`src/rtl/div_sequencer.sv`:
```
// Multi-cycle integer divider sequencer (RISC-V M-extension DIV/DIVU/REM/REMU).
// Restoring shift-subtract on unsigned magnitudes, one quotient bit per cycle.
// Optional macro DIV_FAST_PATH_EN: divide-by-zero and signed overflow skip CALC
// and complete one cycle after start.
module div_sequencer #(
  parameter int unsigned WIDTH = 32
) (
  input  logic             clk,
  input  logic             reset,
  input  logic             DivStart,
  input  logic [2:0]       DivFunct3,
  input  logic [WIDTH-1:0] SrcA,
  input  logic [WIDTH-1:0] SrcB,
  input  logic             Flush,
  output logic             DivBusy,
  output logic             DivDone,
  output logic [WIDTH-1:0] DivResult
);

  localparam logic [1:0] IDLE = 2'd0;
  localparam logic [1:0] CALC = 2'd1;
  localparam logic [1:0] DONE = 2'd2;
  localparam int unsigned CW = $clog2(WIDTH + 1);

  logic [1:0]       state;
  logic [CW-1:0]    cnt;
  logic [WIDTH-1:0] quo;       // dividend magnitude shifting out, quotient shifting in
  logic [WIDTH-1:0] rem;       // partial remainder
  logic [WIDTH-1:0] dvs;       // divisor magnitude
  logic [WIDTH-1:0] dvd_orig;  // original dividend, returned as remainder on divide-by-zero
  logic             sel_rem;
  logic             neg_q;
  logic             neg_r;
  logic             dz;

  logic             start_ok;
  logic             signed_op;
  logic             a_neg;
  logic             b_neg;
  logic             b_zero;
  logic [WIDTH-1:0] a_mag;
  logic [WIDTH-1:0] b_mag;
  logic [WIDTH:0]   shifted;
  logic [WIDTH:0]   diff;
  logic [WIDTH-1:0] quo_nx;
  logic [WIDTH-1:0] rem_nx;
  logic [WIDTH-1:0] q_fin;
  logic [WIDTH-1:0] r_fin;
  logic [WIDTH-1:0] res_fin;

  assign DivBusy = (state == CALC);
  assign DivDone = (state == DONE);

  // Decode the start request and derive operand magnitudes.
  always_comb begin
    start_ok  = DivStart & ~Flush & DivFunct3[2];
    signed_op = ~DivFunct3[0];
    a_neg     = signed_op & SrcA[WIDTH-1];
    b_neg     = signed_op & SrcB[WIDTH-1];
    b_zero    = (SrcB == '0);
    a_mag     = a_neg ? -SrcA : SrcA;
    b_mag     = b_neg ? -SrcB : SrcB;
  end

`ifdef DIV_FAST_PATH_EN
  logic             ovf;
  logic [WIDTH-1:0] res_fast;

  // Special-case results available directly from the operands at start.
  always_comb begin
    ovf      = signed_op & (SrcA == {1'b1, {(WIDTH-1){1'b0}}}) & (SrcB == '1);
    res_fast = '0;
    if (b_zero) res_fast = DivFunct3[1] ? SrcA : '1;
    else        res_fast = DivFunct3[1] ? '0 : SrcA;
  end
`endif

  // One restoring step plus final sign fix-up of the result.
  // Invariant rem < dvs keeps the trial difference below 2^WIDTH, so bit WIDTH is the borrow.
  always_comb begin
    shifted = {rem, quo[WIDTH-1]};
    diff    = shifted - {1'b0, dvs};
    if (!diff[WIDTH]) begin
      rem_nx = diff[WIDTH-1:0];
      quo_nx = {quo[WIDTH-2:0], 1'b1};
    end else begin
      rem_nx = shifted[WIDTH-1:0];
      quo_nx = {quo[WIDTH-2:0], 1'b0};
    end
    q_fin = neg_q ? -quo_nx : quo_nx;
    r_fin = neg_r ? -rem_nx : rem_nx;
    if (dz) res_fin = sel_rem ? dvd_orig : '1;
    else    res_fin = sel_rem ? r_fin : q_fin;
  end

  // Sequencer state, datapath registers and result register.
  always_ff @(posedge clk) begin
    if (reset) begin
      state     <= IDLE;
      cnt       <= '0;
      quo       <= '0;
      rem       <= '0;
      dvs       <= '0;
      dvd_orig  <= '0;
      sel_rem   <= 1'b0;
      neg_q     <= 1'b0;
      neg_r     <= 1'b0;
      dz        <= 1'b0;
      DivResult <= '0;
    end else if (Flush) begin
      state <= IDLE;
      cnt   <= '0;
    end else begin
      case (state)
        IDLE: begin
          if (start_ok) begin
            quo      <= a_mag;
            rem      <= '0;
            dvs      <= b_mag;
            dvd_orig <= SrcA;
            sel_rem  <= DivFunct3[1];
            neg_q    <= signed_op & (a_neg ^ b_neg) & ~b_zero;
            neg_r    <= a_neg;
            dz       <= b_zero;
`ifdef DIV_FAST_PATH_EN
            if (b_zero || ovf) begin
              state     <= DONE;
              cnt       <= '0;
              DivResult <= res_fast;
            end else begin
              state <= CALC;
              cnt   <= CW'(WIDTH);
            end
`else
            state <= CALC;
            cnt   <= CW'(WIDTH);
`endif
          end
        end
        CALC: begin
          quo <= quo_nx;
          rem <= rem_nx;
          cnt <= cnt - CW'(1);
          if (cnt == CW'(1)) begin
            state     <= DONE;
            DivResult <= res_fin;
          end
        end
        DONE: begin
          state <= IDLE;
        end
        default: begin
          state <= IDLE;
        end
      endcase
    end
  end

endmodule
```
`config.mk`:
```
export PLATFORM = sky130hd
export DESIGN_NAME = div_sequencer
export DESIGN_NICKNAME = d
export VERILOG_FILES = /design/src/rtl/div_sequencer.sv
export SDC_FILE = /design/constraint.sdc
export NUM_CORES = 1
export LEC_CHECK = 0
export BUFFER_PORTS_ARGS = -buffer_cell sky130_fd_sc_hd__buf_2
export CORE_MARGIN = 2
export CORE_UTILIZATION = 40
export DETAILED_ROUTE_END_ITERATION = 10
export PLACE_DENSITY_LB_ADDON = 0.15
export SLEW_MARGIN = 25
export SYNTH_ARGS = -nofsm -noshare
export SYNTH_HDL_FRONTEND = slang
export SYNTH_SLANG_ARGS = --single-unit
```
`constraint.sdc`:
```
create_clock -name clk -period 6 [get_ports clk]
set_clock_uncertainty 0.1 [all_clocks]
set_input_delay 0.6 -clock clk [delete_from_list [all_inputs] [get_ports clk]]
set_output_delay 0.6 -clock clk [all_outputs]
set_load 0.02 [all_outputs]
```
Word-level counts from Yosys, hierarchy flattened
Cells that the tools add are included.
Widths: inputs -> output; s select.
{"block": "op_classes", "add_sub_neg": 6, "n_eq_ne": 5, "mux": 18, "bitwise": 10, "reduce_logical": 9}
{"operator": "$mux 32", "count": 10}
{"operator": "$neg 32->32", "count": 4}
{"operator": "$pmux 32 s2", "count": 2}
{"operator": "$sub 33x32->33", "count": 1}
{"operator": "$logic_not 32->1", "count": 1}
{"operator": "$pmux 6 s2", "count": 1}
{"operator": "$reduce_and 3->1", "count": 3}
{"operator": "$and 1x1->1", "count": 6}
{"operator": "$eq 6x1->1 const B", "count": 1}
{"operator": "$mux 6", "count": 1}
{"operator": "$sub 6x1->6 const B", "count": 1}
{"operator": "$mux 2", "count": 2}
{"operator": "$pmux 2 s2", "count": 1}
{"operator": "$reduce_and 2->1", "count": 2}
{"operator": "$not 1->1", "count": 3}
{"operator": "$eq 2x1->1 const B", "count": 1}
{"operator": "$eq 2x2->1 const B", "count": 1}
{"operator": "$logic_not 2->1", "count": 1}
{"operator": "$ne 2x1->1 const B", "count": 1}
{"operator": "$ne 2x2->1 const B", "count": 1}
{"operator": "$reduce_bool 2->1", "count": 1}
{"operator": "$reduce_or 2->1", "count": 1}
{"operator": "$mux 1", "count": 1}
{"operator": "$xor 1x1->1", "count": 1}
{"block": "word_totals", "ff_bits": 172, "input_bits": 71, "out_inout_bits": 34, "word_cells": 59}

Depth between registers and ports, before layout
{"block": "logic_depth", "ltp_word": 6, "ltp_mapped": 26, "depth_no_buf": 23}

Worst setup path before layout
No wires, ideal clock.
{"block": "synth_timing", "kind": "reg2reg", "startpoint": "register dvs[14]", "endpoint": "register DivResult[28]", "setup_time_ns": 0.124, "t_arrival_ns": 4.717, "required_time_ns": 5.776, "slack_ns": 1.059, "path_stages_with_launch": 24, "path_buffers": 5, "period_less_slack_ns": 4.941, "path_cell_list": "dfxtp_1 > inv_1 > ha_1 > buf_2 > nand2_2 > or4_1 > a211o_1 > a21oi_2 > o21a_2 > nor2_2 > inv_1 > buf_6 > clkbuf_1 > buf_1 > o21ai_0 > inv_1 > ha_1 > clkbuf_1 > nand2_1 > or4b_1 > a211o_1 > nor4b_4 > mux2i_1 > o31ai_2"}
{"block": "synth_via", "elab_chain_cells": 6, "word_cells_on_any_way": 9, "classes_between": "3 x add/sub; 6 x mux"}
{"element": "from (decl)", "line_no": "29", "source": "logic [WIDTH-1:0] dvs;"}
{"element": "from (signal assigned)", "line_no": "119", "source": "dvs <= b_mag;"}
{"element": "$sub 33x32->33 (*)", "line_no": "82", "source": "diff = shifted - {1'b0, dvs};"}
{"element": "$mux 1 / $mux 32 (equally long branches)", "line_no": "83", "source": "if (!diff[WIDTH]) begin"}
{"element": "$neg 32->32, on equally long branches", "line_no": "90, 91"}
{"element": "$mux 32, on equally long branches", "line_no": "90, 91"}
{"element": "$mux 32 (*)", "line_no": "93", "source": "else res_fin = sel_rem ? r_fin : q_fin;"}
{"element": "$mux 32 (*)", "line_no": "92", "source": "if (dz) res_fin = sel_rem ? dvd_orig : '1;"}
{"element": "to (signal assigned)", "line_no": "146", "source": "DivResult <= res_fin;"}
{"element": "to (decl)", "line_no": "17", "source": "output logic [WIDTH-1:0] DivResult"}
Mark *: on every way between the ends. The rest lies on a longest branch, timed or not.
A chain may end at the register's enable or synchronous reset.

Final worst setup path
{"block": "layout_timing", "startpoint": "register dvs[14]", "endpoint": "register DivResult[30]"}
Same word-level chain as after synthesis.

==> out/qor.json <==
{
  "outcome": {
    "result_of_the_run": "finished, final reports clean"
  },
  "synth": {
    "synth-seq-cells": 172,
    "yosysTopAreaCell": "sky130_fd_sc_hd__dfxtp_1",
    "synthFlopType": "sky130_fd_sc_hd__dfxtp_1",
    "synth_largest_type_area_fraction_pct": 28.2,
    "synthesis.yosys.warnings": 0,
    "post_synth_main_area_contributors": "sky130_fd_sc_hd__dfxtp_1 (28%), sky130_fd_sc_hd__a21oi_1 (7.4%), sky130_fd_sc_hd__nor2_1 (6.8%)",
    "synth_top_cells_by_count": "sky130_fd_sc_hd__nor2_1 (220), sky130_fd_sc_hd__nand2_1 (203), sky130_fd_sc_hd__a21oi_1 (182)",
    "postSynth.asyncResetShare_pct": 0,
    "synth_area_per_cell_um2": 7.24,
    "netlist-cell-type-count": 82,
    "syn_nets": 1799,
    "synthesis.instances": 1689,
    "seq_total_area_yosys_pct": 28.2,
    "syn_area_um2": 12200,
    "count_of_flip_flops_with_a_built_in_enable_after_synthesis": 0,
    "yosysMostFrequentCell": "sky130_fd_sc_hd__nor2_1"
  },
  "power": {
    "power_uw": 3080,
    "vdd_drop_max_mv": 0.159,
    "total_leakage_power_uw": 0.00533,
    "pwr_density_cell_nw_per_um2": 227
  },
  "floorplan": {
    "fp.coreArea_um2": 30300,
    "placementRows": 64,
    "io_pins": 105,
    "floorplan.die_area_um2": 32000,
    "die_boundary_width_um": 179,
    "initial_cell_density_of_the_core_pct": 40.3,
    "die_height_um": 179
  },
  "finish": {
    "drive_gt1_share_pct": 10.8,
    "total_of_fill_cells_in_the_finished_design": 3204,
    "sequential_cell_area_um2": 3440,
    "multiInputGateArea_um2": 8080,
    "areaGrowthSynthToFinish_pct": 10.8,
    "antenna_diode_count": 0,
    "finish.utilization_pct": 44.6,
    "fin_area_um2": 13500,
    "finalNetCount": 1827
  },
  "cts": {
    "ctsResizeCount": 0,
    "tritoncts": "built",
    "cts_num_sinks": 172,
    "cts_htree_levels": 4,
    "clk-insertion-delay-late_ps": 450,
    "tritoncts.num_buffers": 17,
    "cts_setup_buffers": 0,
    "hold_buffers": 0,
    "clkSlewWorstSetupHoldPaths_ps": 70,
    "ctsRootBufferMaster": "sky130_fd_sc_hd__clkbuf_16",
    "cts.path.max_buffers": 2
  },
  "sta": {
    "worst_slew_margin_rel_pct": 36.9,
    "timing.setup.tns_ps": 0,
    "finalSetupViolations": 0,
    "rsz0062_at_grt": "false",
    "tightestPinTransition_ps": 946,
    "hold_viol": 0,
    "whs_ps": 280,
    "max_clock_freq_mhz": 191,
    "timing.final.crit_period_ps": 5240,
    "final-max-slew-violation-count": 0,
    "finalCritPeriodShare_pct": 87.4
  },
  "grt": {
    "grt.busiest_layer": "met2",
    "globalRouteTotalUtil_pct": 27.0,
    "grt.overflow.total": 0,
    "first_global_vias": 11500,
    "grt_start_max_net_pins": 73,
    "antenna_found_initial": 0,
    "grt.met3_usage_pct": 3.41,
    "wire_length_of_the_first_global_routing_pass_um": 66600,
    "gr-usage-met1_pct": 39.4,
    "use_met2_pct": 41.0
  },
  "critical_path": {
    "critPathTopFamily": "simple AND/OR/NAND/NOR gates",
    "cp_slowest_cell": "sky130_fd_sc_hd__or4_1",
    "timing.critical_path.mode_cell": "sky130_fd_sc_hd__nand2b_1",
    "worst-endpoint-required_ps": 6240,
    "worstSetupEndpointType": "register",
    "cp_slowest_stage_delay_ps": 550,
    "r2r_setup_slack_ps": 760,
    "timing.critical_path.cells": "inv_1 -> ha_1 -> nand2_2 -> or4_1 -> a211o_1 -> a21oi_2 -> o21a_2 -> nor2_2 -> inv_1 -> buf_4 -> ha_1 -> nand2b_1 -> nand3b_1 -> nand2b_1 -> nand2b_1 -> nor2_1 -> nand2_1 -> o21ai_0 -> xor2_1 -> a21oi_1 -> nand2_1 -> mux2i_1 -> a221o_1",
    "worst_path_bufs_invs": 3,
    "critical_path_class": "register to register",
    "worst-path-max-fanout": 22,
    "timing.critical_path.from_type": "register",
    "cp.arrival_ps": 5480
  },
  "flow_run": {
    "cap_viol_max_count": 0
  },
  "drt": {
    "drt-vias-per-instance": 5.87,
    "detail_route.wirelength_um": 42900,
    "drtIter0Drc": 1019,
    "number_of_routed_nets_with_antenna_violations": 0,
    "drt_pass1_iterations": 5,
    "route.vias.total": 12500,
    "detail_route.drc_violations": 0,
    "wl_per_cell_um": 20.2
  },
  "place": {
    "dpl_cell_area_um2": 12900,
    "gp_routability_congestion": 0.901,
    "place.port_buffers": 104,
    "post-dp-hpwl_um": 31800
  },
  "hold_path": {
    "path_type_of_the_worst_min_delay_path": "input pin to register"
  }
}
==> state kept, by name (all words and copies together), names as in the netlist <==
name and flops:
DivResult 32, dvd_orig 32, dvs 32, quo 32, rem 32, cnt 6, state 2, dz 1
neg_q 1, neg_r 1, sel_rem 1
==> final cells by class <==
| class | count | share of cell area [%] |
|---|---|---|
| clock buffer | 18 | 3.17 |
| sequential | 172 | 25.4 |
| timing repair buffer | 128 | 5.19 |
| multi-input combinational | 1337 | 59.6 |
| inverter | 61 | 1.69 |
| clock inverter | 14 | 1.24 |
| tap | 396 | 3.66 |
==> power by group <==
part / switching, uW / leakage, uW / total (uW) / internal, uW
sequential: 28.4 / 0.00139 / 1200 / 1170
combinational: 457 / 0.00364 / 709 / 252
clock: 540 / 0.000298 / 1170 / 631
==> cell families (layout without fill, tap and decap cells) <==
group                    count (synthesis)  in the layout  share of synthesized area [%]
buffers and inverters                  180            221                           5.88
AO/OA/AOI/OAI                          550            550                           28.9
AND/OR/NAND/NOR                        596            596                           22.0
multiplexers                            15             15                           1.29
XOR/XNOR                               137            137                           9.81
adder cells (fa/ha/maj)                 39             39                           4.05
flip-flops                             172            172                           28.2
==> layer usage <==
| metal | up-vias | share of wire, % |
|---|---|---|
| li1 | 6099 | - |
| met1 | 5931 | 48 |
| met2 | 405 | 44 |
| met3 | 54 | 6.0 |
| met4 | 0 | 2.2 |
| met5 | - | 0 |
==> per-stage QoR <==
step	worst slack, ps	std cells
6_report	756	2126
5_1_grt	324	2126
4_1_cts	832	2126
3_5_place_dp	862	2094
3_3_place_gp	978	2094
2_1_floorplan	1060	1689
==> tightest hold or removal path: cells and delay by family <==
family / cells / cell delay, ps
buffers and inverters: 1 / 100
and+or+nand+nor: 1 / 40
AOI/OAI and AO/OA: 1 / 50
==> path summary, 6_finish.rpt <==
| check | start | end | cells past startpoint |
|---|---|---|---|
| max | dvs[14]$_SDFFE_PP0P_ | DivResult[30]$_SDFFE_PP0P_ | 23 |
| min | DivFunct3[1] | sel_rem$_SDFFE_PP0P_ | 3 |
| max reg2reg | dvs[14]$_SDFFE_PP0P_ | DivResult[30]$_SDFFE_PP0P_ | 23 |
| min reg2reg | DivResult[23]$_SDFFE_PP0P_ | DivResult[23]$_SDFFE_PP0P_ | 1 |
==> cells in the final DEF (no fill, tap or decap), types with 6 or more instances in the layout <==
cell,instances
sky130_fd_sc_hd__or3_1,15
sky130_fd_sc_hd__a211o_1,7
sky130_fd_sc_hd__xnor2_1,75
sky130_fd_sc_hd__buf_4,25
sky130_fd_sc_hd__o21a_1,14
sky130_fd_sc_hd__inv_1,59
sky130_fd_sc_hd__buf_2,103
sky130_fd_sc_hd__a31oi_1,15
sky130_fd_sc_hd__o22ai_1,7
sky130_fd_sc_hd__xor2_1,62
sky130_fd_sc_hd__o211ai_1,14
sky130_fd_sc_hd__a211oi_1,69
sky130_fd_sc_hd__nand4_1,16
sky130_fd_sc_hd__a21o_1,18
sky130_fd_sc_hd__nor2_1,220
sky130_fd_sc_hd__nor2b_1,10
sky130_fd_sc_hd__ha_1,38
sky130_fd_sc_hd__a21oi_1,182
sky130_fd_sc_hd__mux2i_1,12
sky130_fd_sc_hd__clkbuf_16,17
sky130_fd_sc_hd__o221ai_1,11
sky130_fd_sc_hd__o21ai_0,91
sky130_fd_sc_hd__and2_1,8
sky130_fd_sc_hd__or4_1,11
sky130_fd_sc_hd__o41ai_1,9
sky130_fd_sc_hd__nand3_1,16
sky130_fd_sc_hd__dfxtp_1,172
sky130_fd_sc_hd__nand2b_1,12
sky130_fd_sc_hd__a22oi_1,23
sky130_fd_sc_hd__nor4_1,19
sky130_fd_sc_hd__nor3_1,32
sky130_fd_sc_hd__nand2_1,203
sky130_fd_sc_hd__o21ai_1,6
sky130_fd_sc_hd__o31ai_1,30
(Power assumes the default switching activity.)
